--- src/rtl/instr_fetch_queue_if.sv ---
// instr_fetch_queue_if
//   Bundles the fetch-side and decode-side signals of the instruction fetch queue.
//   master : the fetch/decode environment. It drives flush, the in_* entry and out_ready.
//   slave  : the queue itself. It drives in_ready, the out_* head entry and count.
//   PTR_W  : log2 of the queue depth. count is PTR_W+1 bits wide so it can hold the value DEPTH.
interface instr_fetch_queue_if #(
    parameter int PTR_W = 2
);
    logic             flush;
    logic             in_valid;
    logic             in_ready;
    logic [31:0]      in_pc;
    logic [31:0]      in_instr;
    logic             in_adel;
    logic             out_valid;
    logic             out_ready;
    logic [31:0]      out_pc;
    logic [31:0]      out_instr;
    logic             out_adel;
    logic [PTR_W:0]   count;

    modport master (
        output flush, in_valid, in_pc, in_instr, in_adel, out_ready,
        input  in_ready, out_valid, out_pc, out_instr, out_adel, count
    );

    modport slave (
        input  flush, in_valid, in_pc, in_instr, in_adel, out_ready,
        output in_ready, out_valid, out_pc, out_instr, out_adel, count
    );
endinterface

--- src/rtl/instr_fetch_queue.sv ---
// instr_fetch_queue
//   Elastic FIFO between the I-cache response and decode. It holds
//   {pc, instr, adel} entries in program order and presents the oldest one to decode.
//   A flush discards every entry in one cycle.
// Ports:
//   clk    : rising-edge clock
//   resetn : synchronous reset, active low. It takes priority over flush, push and pop.
//   q      : instr_fetch_queue_if.slave, carrying flush, the in_* push side,
//            the out_* pop side and count.
// Optional build macro:
//   FETCH_QUEUE_BYPASS_EN : when the queue is empty, an incoming entry is shown to
//   decode in the same cycle. If decode takes it, the entry is never written.
module instr_fetch_queue #(
    parameter int DEPTH = 4,
    parameter int PTR_W = 2
) (
    input  logic                clk,
    input  logic                resetn,
    instr_fetch_queue_if.slave  q
);

    logic [31:0]      pc_mem    [DEPTH];
    logic [31:0]      instr_mem [DEPTH];
    logic [DEPTH-1:0] adel_mem;

    logic [PTR_W:0]   wptr;
    logic [PTR_W:0]   rptr;
    logic [PTR_W:0]   cnt_q;

    logic             empty;
    logic             full;
    logic             push;
    logic             pop;
    logic             bypass_take;

    logic [PTR_W-1:0] widx;
    logic [PTR_W-1:0] ridx;

    assign widx  = wptr[PTR_W-1:0];
    assign ridx  = rptr[PTR_W-1:0];
    assign empty = (wptr == rptr);
    assign full  = (widx == ridx) && (wptr[PTR_W] != rptr[PTR_W]);

    assign q.in_ready = ~full;
    assign q.count    = cnt_q;

`ifdef FETCH_QUEUE_BYPASS_EN
    // An entry that decode consumes straight off the inputs skips the storage entirely.
    assign bypass_take = empty & q.in_valid & q.out_ready & ~q.flush;
`else
    assign bypass_take = 1'b0;
`endif

    assign push = q.in_valid & ~full & ~q.flush & ~bypass_take;
    // Only stored entries advance rptr. A bypassed entry leaves the pointers untouched.
    assign pop  = ~empty & q.out_ready & ~q.flush;

    // The head outputs are forced to zero (a NOP) whenever nothing is valid,
    // so decode never sees stale storage.
    always_comb begin
        q.out_valid = 1'b0;
        q.out_pc    = 32'h0;
        q.out_instr = 32'h0;
        q.out_adel  = 1'b0;
        if (!empty) begin
            q.out_valid = 1'b1;
            q.out_pc    = pc_mem[ridx];
            q.out_instr = instr_mem[ridx];
            q.out_adel  = adel_mem[ridx];
        end
`ifdef FETCH_QUEUE_BYPASS_EN
        else if (q.in_valid && !q.flush) begin
            q.out_valid = 1'b1;
            q.out_pc    = q.in_pc;
            q.out_instr = q.in_instr;
            q.out_adel  = q.in_adel;
        end
`endif
    end

    always_ff @(posedge clk) begin
        if (!resetn) begin
            wptr  <= '0;
            rptr  <= '0;
            cnt_q <= '0;
        end else if (q.flush) begin
            wptr  <= '0;
            rptr  <= '0;
            cnt_q <= '0;
        end else begin
            if (push) wptr <= wptr + 1'b1;
            if (pop)  rptr <= rptr + 1'b1;
            case ({push, pop})
                2'b10:   cnt_q <= cnt_q + 1'b1;
                2'b01:   cnt_q <= cnt_q - 1'b1;
                default: cnt_q <= cnt_q;
            endcase
        end
    end

    // Storage has no reset. Its contents only matter between wptr and rptr.
    always_ff @(posedge clk) begin
        if (push) begin
            pc_mem[widx]    <= q.in_pc;
            instr_mem[widx] <= q.in_instr;
            adel_mem[widx]  <= q.in_adel;
        end
    end

endmodule

--- src/flat_wrapper.sv ---
// flat-port wrapper written by rule: the top's interface ports become plain ports
module instr_fetch_queue_flat 
#(
    parameter int DEPTH = 4,
    parameter int PTR_W = 2
)
  (clk, resetn, q_flush, q_in_valid, q_in_pc, q_in_instr, q_in_adel, q_out_ready, q_in_ready, q_out_valid, q_out_pc, q_out_instr, q_out_adel, q_count);
  instr_fetch_queue_if #(.PTR_W(PTR_W)) q_i ();
  input  logic clk;
  input  logic resetn;
  input wire logic [$bits(q_i.flush)-1:0] q_flush;
  input wire logic [$bits(q_i.in_valid)-1:0] q_in_valid;
  input wire logic [$bits(q_i.in_pc)-1:0] q_in_pc;
  input wire logic [$bits(q_i.in_instr)-1:0] q_in_instr;
  input wire logic [$bits(q_i.in_adel)-1:0] q_in_adel;
  input wire logic [$bits(q_i.out_ready)-1:0] q_out_ready;
  output wire logic [$bits(q_i.in_ready)-1:0] q_in_ready;
  output wire logic [$bits(q_i.out_valid)-1:0] q_out_valid;
  output wire logic [$bits(q_i.out_pc)-1:0] q_out_pc;
  output wire logic [$bits(q_i.out_instr)-1:0] q_out_instr;
  output wire logic [$bits(q_i.out_adel)-1:0] q_out_adel;
  output wire logic [$bits(q_i.count)-1:0] q_count;
  assign q_i.flush = q_flush;
  assign q_i.in_valid = q_in_valid;
  assign q_i.in_pc = q_in_pc;
  assign q_i.in_instr = q_in_instr;
  assign q_i.in_adel = q_in_adel;
  assign q_i.out_ready = q_out_ready;
  assign q_in_ready = q_i.in_ready;
  assign q_out_valid = q_i.out_valid;
  assign q_out_pc = q_i.out_pc;
  assign q_out_instr = q_i.out_instr;
  assign q_out_adel = q_i.out_adel;
  assign q_count = q_i.count;
  instr_fetch_queue #(.DEPTH(DEPTH), .PTR_W(PTR_W)) u_core (.clk(clk), .resetn(resetn), .q(q_i));
endmodule
--- config.mk ---
export PLATFORM = sky130hd
export DESIGN_NAME = instr_fetch_queue_flat
export DESIGN_NICKNAME = d
export VERILOG_FILES = /design/src/rtl/instr_fetch_queue_if.sv /design/src/rtl/instr_fetch_queue.sv /design/src/flat_wrapper.sv
export SDC_FILE = /design/constraint.sdc
export NUM_CORES = 1
export LEC_CHECK = 0
export BUFFER_PORTS_ARGS = -buffer_cell sky130_fd_sc_hd__buf_2
export CORE_UTILIZATION = 55
export CTS_BUF_LIST = sky130_fd_sc_hd__clkbuf_8 sky130_fd_sc_hd__clkbuf_16
export DETAILED_ROUTE_END_ITERATION = 12
export HOLD_SLACK_MARGIN = 0.05
export PLACE_DENSITY = 0.77
export SLEW_MARGIN = 10
export SYNTH_ARGS = -nofsm -noshare
export SYNTH_HDL_FRONTEND = slang
export SYNTH_SLANG_ARGS = --single-unit
--- constraint.sdc ---
create_clock -name clk -period 6.6 [get_ports clk]
set_input_delay 0.99 -clock clk [delete_from_list [all_inputs] [get_ports clk]]
set_output_delay 0.99 -clock clk [all_outputs]
set_load 0.01 [all_outputs]
==> summary.md <==
| Metric | Value |
|---|---|
| Worst Tran Pin Value | 1070 ps |
| Placed insts | 874 |
| Sequential share of the synthesized area | 0.751 |
| Pwr per Cell Area | 281 nW/um^2 |
| Initial antenna violation count | 1 |
| Core Region | 18900 sq um |
| Clock Latency Late Sink | 510 ps |
| First-pass GRT wire length | 29.8 mm |
| Root buf cell | clkbuf_16 |
| H-tree level count | 1 |
| Post-route clock period utilization | 0.596 |
| Max_cap viols | 0 |
| Hold Buf Count CTS | 0 |
| GR Overflow Total | 0 |
| Share of cells above drive strength 1 | 0.409 |
| Highest metal layer with signal wires | met4 |
| Final Hold Vio Count | 0 |
| Pin count of the biggest net entering global routing | 66 |
| RSZ-0062 raised after global routing | false |
| Fin util | 0.656 |
| Wire length per cell | 20.8 um |
| Outcome | finished clean |
| DRT iter0 DRCs | 377 |
| Peak Freq | 254 MHz |
| CTS tree | built |
| Syn nets | 575 |
| Clk buf depth | 3 |
| Post-CTS setup buffer count | 0 |
| Row cnt | 50 |
| Post-Syn Area | 10700 sq um |
| Worst hold slack | 484 ps |
| DRT antenna net count | 0 |
| Clock Sinks | 271 |
| Worst clock skew | 7.03 ps |
| Pleak | 4.22 nW |
| Count leader, synth | edfxtp_1 |
| Slowest cell on crit path | buf_4 |
| Inserted Clock Buffers | 27 |
| ANT cells | 0 |
| Area delta synth->final | 15.9% |
| Fillers | 1313 |
| Area share of the leading cell type in the synthesized netlist | 0.730 |
| Vias per cell | 5.65 |
| DPL Wire Length | 11.0 mm |
| Vias in the first global route | 5446 |
| Routed vias | 5208 |
| Gpl congestion | 0.828 |
| Die height | 141 um |
| Clock slew at reported path FFs | 60 ps |
| DRC violations left | 0 |
| Seq cells post-synth | 271 |
| TritonRoute pass-1 iters | 4 |
| Post-synth top area cell | edfxtp_1 |
| Top delay family on crit path | buffers and inverters |
| Post-synth top cells | edfxtp_1, mux4_2, nor2b_1 |
| Ys flop type | edfxtp_1 |
| Unique masters post-synth | 42 |
| Async set-reset flop share out of synthesis | 0 |
| Die X-Extent | 141 um |
| Number of nets in the layout | 720 |
| HP Class | flop to flop |
| Tot GR Track Use | 0.197 |
| Max_slew headroom | 0.286 |
| Kind of critical path | flop to output port |
| Die area | 20000 sq um |
| Maximum vdd ir drop | 0.000218 V |
| Critical path capture point type | output port |
| Crit path buf inv count | 2 |
| Post-synth EDFFs | 260 |
| Worst EP required | 5610 ps |
| DR WL met2 | 9.67 mm |
| Min Tclk post-route | 3930 ps |
| Setup TNS Final | 0 ps |
| Final std cells w/o fill | 922 |
| CP Data Arrival Time | 2940 ps |
| Avg Cell Area, Syn | 21.5 sq um |
| Final setup fails | 0 |
| Resized cells post-CTS | 0 |
| Top cells by area, synth | edfxtp_1, mux4_2, nor2b_1 |
| Ports | 140 |
| Post-Route WL | 19.2 mm |
| Critical Path, Cell by Cell | xor2_4 > nor3_4 > buf_4 > nor2b_1 > buf_2 |
| Total Power | 0.00348 W |
| Met3 wire len | 1.20 mm |
| Port Buffers | 139 |
| Critical path fanouts, max | 56 |
| Slew Viols, Final | 0 |
| Startpoint class of the critical path | flop |
| Met1 wire length | 7.96 mm |
| Post-Syn Instances | 498 |
| Yosys warnings | 0 |
| Starting Density | 0.566 |
| Crit-path max cell delay | 700 ps |
routing by layer:
metal,vias to the layer above,global-route usage
met5,-,0
met4,0,0.0555
met3,32,0.0385
met2,164,0.329
met1,2697,0.268
li1,2315,-
worst reg2reg max path, stage by stage, from the launching register on:
cell and delay, ps:
dfxtp_1 490, xor2_2 390, nor2_1 170, a21oi_4 860
buf_4 650
flip-flops by register name (all words and copies together), names as in the netlist, named ones only:
signal            count
u_core.instr_mem    128
u_core.q.count        3
u_core.rptr           3
u_core.pc_mem       128
u_core.adel_mem       4
u_core.wptr           3
stage by stage:
step / cell area [sq um] / setup WS, ps
floorplan: 10700 / 1530
global placement: 11600 / 3140
detailed placement: 11600 / 3120
CTS: 12400 / 2580
global route: 12400 / 2450
finish: 12400 / 2670
kinds of logic (layout without fill, tap and decap cells):
| group | Yosys count | count (layout) | synth area share |
|---|---|---|---|
| AOI/OAI and AO/OA | 18 | 18 | 0.0115 |
| xor gates and xnor gates | 8 | 8 | 0.00971 |
| muxes | 67 | 67 | 0.139 |
| adders and majority gates | 7 | 7 | 0.00889 |
| and+or+nand+nor | 97 | 97 | 0.0627 |
| DFF | 271 | 271 | 0.751 |
| buffers and inverters | 30 | 194 | 0.0172 |
report_power, final:
group	total (W)	switching, W	internal, W
logic	0.000197	0.000109	0.0000876
registers	0.00193	0.0000133	0.00192
clock network	0.00135	0.000581	0.000770
total	0.00348	0.000704	0.00277
layout make-up:
cell class                 instances  area (sq um)  share of cell area
tap                              260           325              0.0263
clock inverter                    18          76.3             0.00616
timing repair buffer             142           718              0.0580
inverter                           4          15.0             0.00121
clock buffer                      30           717              0.0579
sequential                       271          8040               0.648
multi-input combinational        197          2500               0.202
placed cells by master (no fill, tap or decap), types with 2 or more instances in the layout:
cell | synthesis | layout
or3_1 | 3 | 3
buf_4 | 5 | 3
nand2_1 | 4 | 4
nor4bb_1 | 3 | 3
a31oi_1 | 2 | 2
ha_1 | 6 | 6
dfxtp_4 | 0 | 2
edfxtp_1 | 260 | 260
o311ai_0 | 2 | 2
o221ai_1 | 2 | 2
clkbuf_16 | 0 | 27
nand4b_1 | 2 | 2
clkinv_2 | 0 | 7
xnor2_1 | 4 | 4
dfxtp_1 | 11 | 9
a21oi_1 | 4 | 3
nand2b_1 | 4 | 4
nor2_1 | 3 | 3
clkbuf_8 | 0 | 3
o211ai_1 | 3 | 3
a211o_1 | 2 | 2
clkinv_1 | 0 | 4
nor2b_2 | 16 | 16
nor2b_1 | 49 | 49
and2_4 | 0 | 3
nand3b_1 | 2 | 2
buf_2 | 10 | 139
o21ai_0 | 3 | 3
mux4_2 | 64 | 64
mux2i_1 | 2 | 2
inv_1 | 4 | 11
xor2_2 | 2 | 2
path summary, 6_finish.rpt:
check / cells past startpoint / slack [ps] / endpoint / start
worst max-delay path: 5 / 2670 / q_out_instr[7] / u_core.rptr[0]
worst min-delay path: 2 / 480 / u_core.q.count[2] / u_core.q.count[2]
worst max register to register: 4 / 3650 / u_core.pc_mem[3][23] / u_core.rptr[1]
worst min register to register: 2 / 480 / u_core.q.count[2] / u_core.q.count[2]
No activity file was read; power rests on OpenSTA's default activity.
